[config.mk]
export PLATFORM = sky130hd
export DESIGN_NAME = prog_uart_loader
export DESIGN_NICKNAME = d
export VERILOG_FILES = /design/src/rtl/prog_uart_loader.sv
export SDC_FILE = /design/constraint.sdc
export NUM_CORES = 1
export LEC_CHECK = 0
export CORE_ASPECT_RATIO = 1.4
export CORE_MARGIN = 10
export CORE_UTILIZATION = 30
export CTS_CLUSTER_DIAMETER = 150
export CTS_CLUSTER_SIZE = 12
export DETAILED_ROUTE_END_ITERATION = 10
export PLACE_DENSITY = 0.49
export SYNTH_ARGS = -nofsm -noshare
export SYNTH_HDL_FRONTEND = slang
export SYNTH_SLANG_ARGS = --single-unit
[constraint.sdc]
create_clock -name clock -period 4.6 [get_ports clock]
set_clock_uncertainty 0.2 [all_clocks]
set_input_delay 0.69 -clock clock [delete_from_list [all_inputs] [get_ports clock]]
set_output_delay 0.69 -clock clock [all_outputs]
set_load 0.05 [all_outputs]
[src/rtl/prog_uart_loader.sv]
// Serial program loader: receives UART 8N1 bytes, reads a 16-bit little-endian
// word count, then assembles 32-bit little-endian words and writes them to
// consecutive program-memory word addresses while holding the CPU in reset.
module prog_uart_loader #(
  parameter int CLK_DIV = 10416,
  parameter int ADDR_W  = 14
) (
  input  logic              clock,
  input  logic              reset,
  input  logic              rx,
  input  logic              start_pg,
  output logic              upg_wen,
  output logic [ADDR_W-1:0] upg_addr,
  output logic [31:0]       upg_data,
  output logic              upg_done,
  output logic              upg_err,
  output logic              cpu_hold
);

  localparam int CNT_W = (CLK_DIV > 1) ? $clog2(CLK_DIV) : 1;
  localparam logic [CNT_W-1:0] BIT_TICKS  = CNT_W'(CLK_DIV - 1);
  localparam logic [CNT_W-1:0] HALF_TICKS = CNT_W'(CLK_DIV / 2 - 1);

  typedef enum logic [1:0] {RX_IDLE, RX_START, RX_DATA, RX_STOP} rx_state_t;
  typedef enum logic [2:0] {IDLE, HDR0, HDR1, DATA, DONE} ld_state_t;

  // Synchronizer stages: _p1 is the usable value, _p2 is its one-cycle-old copy
  logic rx_p0, rx_p1, rx_p2;
  logic start_p0, start_p1, start_p2;
  logic start_rise;

  // Byte receiver state
  rx_state_t        rx_state, rx_state_n;
  logic [CNT_W-1:0] tick_cnt, tick_cnt_n;
  logic [2:0]       bit_idx, bit_idx_n;
  logic [7:0]       rx_byte, rx_byte_n;
  logic             byte_vld, byte_vld_n;
  logic             frame_err, frame_err_n;

  // Loader state
  ld_state_t         ld_state, ld_state_n;
  logic [15:0]       words_left, words_left_n;
  logic [15:0]       hdr_count;
  logic [1:0]        byte_idx, byte_idx_n;
  logic [31:0]       word, word_n;
  logic              wen_n;
  logic [ADDR_W-1:0] addr_n;
  logic [31:0]       data_n;
  logic              done_n, err_n, hold_n;

  assign start_rise = start_p1 & ~start_p2;
  assign hdr_count  = {rx_byte, words_left[7:0]};

  // Two-flop synchronizers for rx (idle high) and start_pg, plus edge history
  always_ff @(posedge clock or negedge reset) begin
    if (!reset) begin
      rx_p0    <= 1'b1;
      rx_p1    <= 1'b1;
      rx_p2    <= 1'b1;
      start_p0 <= 1'b0;
      start_p1 <= 1'b0;
      start_p2 <= 1'b0;
    end else begin
      rx_p0    <= rx;
      rx_p1    <= rx_p0;
      rx_p2    <= rx_p1;
      start_p0 <= start_pg;
      start_p1 <= start_p0;
      start_p2 <= start_p1;
    end
  end

  // Receiver state register
  always_ff @(posedge clock or negedge reset) begin
    if (!reset) begin
      rx_state  <= RX_IDLE;
      tick_cnt  <= '0;
      bit_idx   <= '0;
      rx_byte   <= '0;
      byte_vld  <= 1'b0;
      frame_err <= 1'b0;
    end else begin
      rx_state  <= rx_state_n;
      tick_cnt  <= tick_cnt_n;
      bit_idx   <= bit_idx_n;
      rx_byte   <= rx_byte_n;
      byte_vld  <= byte_vld_n;
      frame_err <= frame_err_n;
    end
  end

  // Receiver next state: half-bit start check, then one sample per bit period
  always_comb begin
    rx_state_n  = rx_state;
    tick_cnt_n  = tick_cnt;
    bit_idx_n   = bit_idx;
    rx_byte_n   = rx_byte;
    byte_vld_n  = 1'b0;
    frame_err_n = 1'b0;
    case (rx_state)
      RX_IDLE: begin
        if (rx_p2 && !rx_p1) begin
          rx_state_n = RX_START;
          tick_cnt_n = HALF_TICKS;
        end
      end
      RX_START: begin
        if (tick_cnt == '0) begin
          if (rx_p1) begin
            rx_state_n = RX_IDLE;
          end else begin
            rx_state_n = RX_DATA;
            tick_cnt_n = BIT_TICKS;
            bit_idx_n  = '0;
          end
        end else begin
          tick_cnt_n = tick_cnt - CNT_W'(1);
        end
      end
      RX_DATA: begin
        if (tick_cnt == '0) begin
          rx_byte_n  = {rx_p1, rx_byte[7:1]};
          tick_cnt_n = BIT_TICKS;
          if (bit_idx == 3'd7) rx_state_n = RX_STOP;
          else                 bit_idx_n  = bit_idx + 3'd1;
        end else begin
          tick_cnt_n = tick_cnt - CNT_W'(1);
        end
      end
      RX_STOP: begin
        if (tick_cnt == '0) begin
          byte_vld_n  = rx_p1;
          frame_err_n = ~rx_p1;
          rx_state_n  = RX_IDLE;
        end else begin
          tick_cnt_n = tick_cnt - CNT_W'(1);
        end
      end
      default: rx_state_n = RX_IDLE;
    endcase
  end

  // Loader state and output registers
  always_ff @(posedge clock or negedge reset) begin
    if (!reset) begin
      ld_state   <= IDLE;
      words_left <= '0;
      byte_idx   <= '0;
      word       <= '0;
      upg_wen    <= 1'b0;
      upg_addr   <= '0;
      upg_data   <= '0;
      upg_done   <= 1'b0;
      upg_err    <= 1'b0;
      cpu_hold   <= 1'b0;
    end else begin
      ld_state   <= ld_state_n;
      words_left <= words_left_n;
      byte_idx   <= byte_idx_n;
      word       <= word_n;
      upg_wen    <= wen_n;
      upg_addr   <= addr_n;
      upg_data   <= data_n;
      upg_done   <= done_n;
      upg_err    <= err_n;
      cpu_hold   <= hold_n;
    end
  end

  // Loader next state: a start edge always restarts; framing errors abort
  always_comb begin
    ld_state_n   = ld_state;
    words_left_n = words_left;
    byte_idx_n   = byte_idx;
    word_n       = word;
    wen_n        = 1'b0;
    addr_n       = upg_addr + ADDR_W'(upg_wen);
    data_n       = upg_data;
    done_n       = upg_done;
    err_n        = upg_err;
    hold_n       = cpu_hold;
    if (start_rise) begin
      ld_state_n   = HDR0;
      words_left_n = '0;
      byte_idx_n   = '0;
      word_n       = '0;
      addr_n       = '0;
      done_n       = 1'b0;
      err_n        = 1'b0;
      hold_n       = 1'b1;
    end else begin
      case (ld_state)
        HDR0, HDR1, DATA: begin
          if (frame_err) begin
            ld_state_n = IDLE;
            err_n      = 1'b1;
            hold_n     = 1'b0;
            word_n     = '0;
          end else if (byte_vld) begin
            case (ld_state)
              HDR0: begin
                words_left_n = {8'h00, rx_byte};
                ld_state_n   = HDR1;
              end
              HDR1: begin
                words_left_n = hdr_count;
                byte_idx_n   = '0;
                if (hdr_count == 16'd0) begin
                  ld_state_n = DONE;
                  done_n     = 1'b1;
                  hold_n     = 1'b0;
                end else begin
                  ld_state_n = DATA;
                end
              end
              default: begin
                // Bytes shift in from the top, so after four the first is in [7:0]
                word_n = {rx_byte, word[31:8]};
                if (byte_idx == 2'd3) begin
                  wen_n        = 1'b1;
                  data_n       = {rx_byte, word[31:8]};
                  words_left_n = words_left - 16'd1;
                  byte_idx_n   = '0;
                end else begin
                  byte_idx_n = byte_idx + 2'd1;
                end
              end
            endcase
          end else if (ld_state == DATA && upg_wen && words_left == 16'd0) begin
            ld_state_n = DONE;
            done_n     = 1'b1;
            hold_n     = 1'b0;
          end
        end
        default: ;
      endcase
    end
  end

endmodule

# Yosys cells after proc, flatten, opt, wreduce, memory -nomap -nowiden
# Index checks and enable logic that the tools add are counted.
# W data, S select, Z words.
# classes
n_eq_ne	26
add_sub_neg	5
bitwise	6
muxes	70
reduce_logical	32
# op_table
op	n
$mux W32	5
$mux W14	6
$mux W16	5
$pmux W14 S4	1
$logic_not A16 Y1	2
$pmux W16 S2	1
$mux W3	10
$mux W1	27
$mux W2	11
$ne A2 B2 Y1 const B	11
$reduce_and A5 Y1	4
$sub A16 B1 Y16 const B	1
$add A14 B1 Y14	1
$logic_not A14 Y1	1
$sub A14 B1 Y14 const B	1
$pmux W3 S2	2
$reduce_and A4 Y1	3
$reduce_and A3 Y1	3
$reduce_bool A3 Y1	3
$ne A4 B2 Y1 const B	2
$pmux W2 S4	1
$reduce_bool A2 Y1	4
$reduce_bool A4 Y1	2
$eq A2 B2 Y1 const B	3
20 further kinds	29
# word_totals
inputBits	4
output_inout_bits	50
reg_bits	138
wordCells	162

# Logic depth before layout (Yosys ltp)
# logic_depth
depth_word	8
depth_mapped	8
mapped_depth_nobuf	7

# Worst setup path before layout
# No wires, ideal clock.
# synth_path
path_kind	register -> register
start	reg tick_cnt[0]
end	reg tick_cnt[3]
stages_incl_launch_ff	9
synth_period_minus_slack_ns	2.267
arrival_time_ns	1.945
t_required_ns	4.279
setup_time_ns	0.121
n_path_buf	1
path_slack_ns	2.333
path_cell_list	dfrtp_1 > inv_1 > ha_1 > nor3b_2 > nand3_2 > o31ai_2 > buf_2 > nor2_1 > o22a_1
# synth_via
elab_chain_cells	3
word_cells_on_any_way	9
classes_between	add/sub: 1; eq/ne: 2; mux: 4; reduce/logical: 2
# synth_lines
item	line_no	source
start: declaration	34	logic [CNT_W-1:0] tick_cnt, tick_cnt_n;
start signal: assignment	84	tick_cnt <= tick_cnt_n;
$sub A14 B1 Y14 / $logic_not A14 Y1 (equally long branches)	-	
$mux W14, or another cell as far along	131	if (tick_cnt == '0) begin
$pmux W14 S4 / $reduce_and A3 Y1 (equally long branches)	-	
# Several ways; a longest one is shown, not always the timed one. The select of a mux whose other input is x is not followed.
# A chain may end at the register's enable or synchronous reset.

# Worst setup path in the final report
# layout_path
start	reg ld_state[0]
end	reg words_left[3]
# layout_via
elab_chain_cells	6
word_cells_on_any_way	13
classes_between	eq/ne: 4; mux: 5; reduce/logical: 4
# layout_lines
item	line_no	source
start: declaration	41	ld_state_t ld_state, ld_state_n;
start signal: assignment	157	ld_state <= ld_state_n;
$eq A3 B2 Y1 / $eq A3 B1 Y1 (equally long branches)	192, 200	
$pmux W16 S2	200	case (ld_state)
$mux W16	199	end else if (byte_vld) begin
$mux W16	194	if (frame_err) begin
$mux W16	192	case (ld_state)
$mux W16	182	if (start_rise) begin
end signal: assignment	158	words_left <= words_left_n;
end: declaration	42	logic [15:0] words_left, words_left_n;
# Several ways; a longest one is shown, not always the timed one. The select of a mux whose other input is x is not followed.

==> impl_metrics.prom <==
# TYPE chip_impl_metric gauge
chip_impl_metric{name="worst_ep_arrival_time",unit="ps"} 3060
chip_impl_info{name="layout.cells.most_common",value="dfrtp_1"} 1
chip_impl_metric{name="hold_violation_total_from_the_final_report",unit=""} 0
chip_impl_info{name="ctsRootBufferMaster",value="clkbuf_16"} 1
chip_impl_metric{name="grt_pass1_vias",unit=""} 5014
chip_impl_metric{name="flow.area_growth_from_synthesis",unit="%"} 21.4
chip_impl_metric{name="yosysSeqAreaShare",unit="%"} 51.9
chip_impl_metric{name="finalSetupViolations",unit=""} 0
chip_impl_metric{name="slew_headroom",unit="%"} 15.2
chip_impl_metric{name="place_congestion",unit=""} 0.877
chip_impl_metric{name="route.antenna.remaining_nets",unit=""} 0
chip_impl_metric{name="cts-root-to-sink-buffers",unit=""} 2
chip_impl_metric{name="core_region_area",unit="sq um"} 20600
chip_impl_metric{name="post_syn_area_per_cell",unit="sq um"} 10.7
chip_impl_metric{name="num-fill-cells",unit=""} 1977
chip_impl_metric{name="initial_detailed_routing_violation_count",unit=""} 290
chip_impl_metric{name="floorplan.initialDensity",unit="%"} 30.5
chip_impl_metric{name="grt_remaining_overflow",unit=""} 0
chip_impl_metric{name="fin_crit",unit="ps"} 2910
chip_impl_info{name="cells_along_the_critical_path",value="nand2b_1 -> a21oi_1 -> nor2_1 -> a221o_2 -> a21oi_1"} 1
chip_impl_metric{name="cts-resized-gates",unit=""} 0
chip_impl_metric{name="timing.final.crit_share",unit="%"} 63.3
chip_impl_metric{name="worst_ep_required_time",unit="ps"} 4750
chip_impl_info{name="critPathSlowestCell",value="a21oi_1"} 1
chip_impl_metric{name="total_leakage_power",unit="nW"} 3.40
chip_impl_metric{name="irDropWorstVdd",unit="V"} 0.000242
chip_impl_metric{name="post-dp-hpwl",unit="um"} 10900
chip_impl_metric{name="grt_antenna_before_repair",unit=""} 0
chip_impl_info{name="critPathTopFamily",value="compound AO/OA/AOI/OAI gates"} 1
chip_impl_info{name="cts_tree",value="built"} 1
chip_impl_metric{name="die_area",unit="sq um"} 27200
chip_impl_metric{name="path_max_fanout",unit=""} 15
chip_impl_info{name="critical_path_class",value="flip-flop to flip-flop"} 1
chip_impl_metric{name="power_per_cell_area",unit="nW/um^2"} 424
chip_impl_metric{name="timing_max_transition_violations_final",unit=""} 0
chip_impl_metric{name="die-height",unit="um"} 191
chip_impl_info{name="crit_top_cell",value="a21oi_1"} 1
chip_impl_metric{name="drc_errors",unit=""} 0
chip_impl_metric{name="cts_sinks",unit=""} 130
chip_impl_info{name="run_status",value="complete, no violations"} 1
chip_impl_metric{name="worstPathBufferInverterCount",unit=""} 0
chip_impl_metric{name="die_w",unit="um"} 142
chip_impl_metric{name="clk_pin_slew_worst_paths",unit="ps"} 60
chip_impl_metric{name="post_cts.repair.setup_buffers",unit=""} 0
chip_impl_metric{name="finish.net_count",unit=""} 656
chip_impl_info{name="postSynth.topFlopCell",value="dfrtp_1"} 1
chip_impl_metric{name="total_cts_buffers",unit=""} 17
chip_impl_metric{name="postSynthNetCount",unit=""} 604
chip_impl_metric{name="syn-instance-count",unit=""} 587
chip_impl_info{name="critical_path.startpoint_type",value="flip-flop"} 1
chip_impl_metric{name="num_antenna_cells",unit=""} 0
chip_impl_metric{name="tightest_slew",unit="ps"} 1270
chip_impl_metric{name="pin_count_of_the_biggest_net_entering_global_routing",unit=""} 98
chip_impl_metric{name="cts.htree.levels",unit=""} 4
chip_impl_info{name="layout.cells.most_common_list",value="127 x dfrtp_1, 52 x nor2_1, 52 x clkdlybuf4s50_1, 42 x a21oi_1, 40 x o21ai_0"} 1
chip_impl_info{name="critical_path.endpoint_type",value="flip-flop"} 1
chip_impl_metric{name="std_cell_rows",unit=""} 62
chip_impl_metric{name="holdBufCountCts",unit=""} 0
chip_impl_metric{name="clk_latency",unit="ps"} 420
chip_impl_metric{name="postLayoutCoreUtil",unit="%"} 37.0
chip_impl_metric{name="max_freq",unit="MHz"} 343
chip_impl_metric{name="wl",unit="um"} 15700
chip_impl_metric{name="wl_per_cell",unit="um"} 17.3
chip_impl_metric{name="num_vias",unit=""} 4840
chip_impl_metric{name="overall_track_demand_over_capacity_in_global_routing",unit="%"} 11.8
chip_impl_metric{name="hold_slack",unit="ps"} 155
chip_impl_metric{name="synthesis.yosys.warnings",unit=""} 0
chip_impl_metric{name="tns",unit="ps"} 0
chip_impl_metric{name="dr.pass1.iters",unit=""} 5
chip_impl_metric{name="io_pins",unit=""} 54
chip_impl_metric{name="maxCapViolCount",unit=""} 0
chip_impl_info{name="worstHoldPathType",value="primary input to async pin"} 1
chip_impl_metric{name="edff_count_synth",unit=""} 0
chip_impl_metric{name="synth_cell_types",unit=""} 64
chip_impl_metric{name="post_route_cells_drive_above_1_share",unit="%"} 15.5
chip_impl_metric{name="synth-seq-cells",unit=""} 130
chip_impl_metric{name="avgViaCountPerCell",unit=""} 5.33
chip_impl_info{name="setup_repair_after_global_routing_missed_its_margin",value="no"} 1
chip_impl_metric{name="mappedNetlistArea",unit="sq um"} 6270
chip_impl_metric{name="delay_of_the_slowest_critical_path_stage",unit="ps"} 1070
chip_impl_metric{name="asyncSetResetFlopFracSynth",unit="%"} 100
chip_impl_metric{name="port_buf_inserts",unit=""} 53
chip_impl_metric{name="grt_pass1_wl",unit="um"} 26000
cell families (layout without fill, tap and decap cells):
| group | Yosys count | count (layout) | synth area share [%] |
|---|---|---|---|
| compound gates | 177 | 177 | 19.1 |
| buf+inv | 44 | 109 | 2.95 |
| xor+xnor | 8 | 8 | 1.12 |
| flops | 130 | 130 | 51.9 |
| simple gates | 174 | 174 | 15.0 |
| mux | 41 | 41 | 7.32 |
| fa+ha+maj | 13 | 13 | 2.59 |
layer usage:
layer | vias up | track usage (%) | share of wire [%]
met4 | 0 | 4.65 | 2.1
met1 | 2433 | 12.9 | 40
met2 | 95 | 21.1 | 53
met3 | 30 | 3.03 | 4.3
met5 | - | 0 | 0
li1 | 2282 | - | -
per-stage QoR:
step / cell area [sq um] / cells / setup WS (ps) / power (W)
6_report: 7610 / 908 / 1690 / 0.00323
4_1_cts: 7610 / 908 / 1670 / 0.00328
2_1_floorplan: 6270 / 587 / 2330 / 0.00177
3_3_place_gp: 7050 / 876 / 1810 / 0.00195
5_1_grt: 7610 / 908 / 1400 / 0.00342
3_5_place_dp: 7050 / 876 / 1690 / 0.00196
registers in the layout (all words and copies together) (netlist names), 2 cells and up, named ones only:
register / cells
words_left: 16
word: 24
bit_idx: 3
upg_addr: 14
byte_idx: 2
ld_state: 3
rx_byte: 8
tick_cnt: 14
upg_data: 32
report_power, final:
| group | switching, W | total [W] | internal [W] |
|---|---|---|---|
| Sequential | 0.0000909 | 0.00131 | 0.00122 |
| Combinational | 0.000407 | 0.000629 | 0.000221 |
| Clock | 0.000572 | 0.00129 | 0.000714 |
| Total | 0.00107 | 0.00323 | 0.00216 |
worst reg2reg max path, delay by kind of cell, from the launching register on:
| family | cells | cell delay [ps] |
|---|---|---|
| flip-flops | 1 | 630 |
| AND/OR/NAND/NOR | 2 | 430 |
| AO/OA/AOI/OAI | 3 | 1580 |
worst paths after layout:
check	from	end	slack, ps	cells after the start
hold / removal	reset	tick_cnt[4]	160	1
hold reg to reg	rx_p0	rx_p1	160	0
max in group asynchronous	reset	word[10]	3000	2
setup / recovery	ld_state[0]	words_left[3]	1690	5
min in group clock	rx_p0	rx_p1	160	0
setup reg to reg	ld_state[0]	words_left[3]	1690	5
synth_stat cells, drive strengths merged (4+ instances only):
library cell,number,area share (%)
dfrtp,127,51
nor2,52,3.1
a21oi,43,3.4
o21ai,40,3.2
mux2,39,7.0
nand2,37,2.2
a22o,27,3.8
inv,19,1.1
clkbuf,17,1.0
a31oi,14,1.4
nand3,14,1.3
ha,13,2.6
nor3,13,1.3
nor4,10,1.3
a21o,9,1.1
nand2b,9,0.90
buf,8,0.80
or3,8,0.88
nand4,7,0.70
o22a,7,0.98
o31ai,7,0.92
xor2,6,0.84
o21a,5,0.60
or4,5,0.72
and3,4,0.40
area by class of cell:
class | count | area, sq um | share of cell area (%)
flip-flops and latches | 130 | 3260 | 42.8
multi-input cells | 413 | 2840 | 37.2
repair buffers | 58 | 569 | 7.48
clock buffers | 17 | 425 | 5.59
well taps | 256 | 320 | 4.21
clock inverters | 15 | 135 | 1.77
inverters | 19 | 71.3 | 0.937
(Power assumes the default switching activity.)
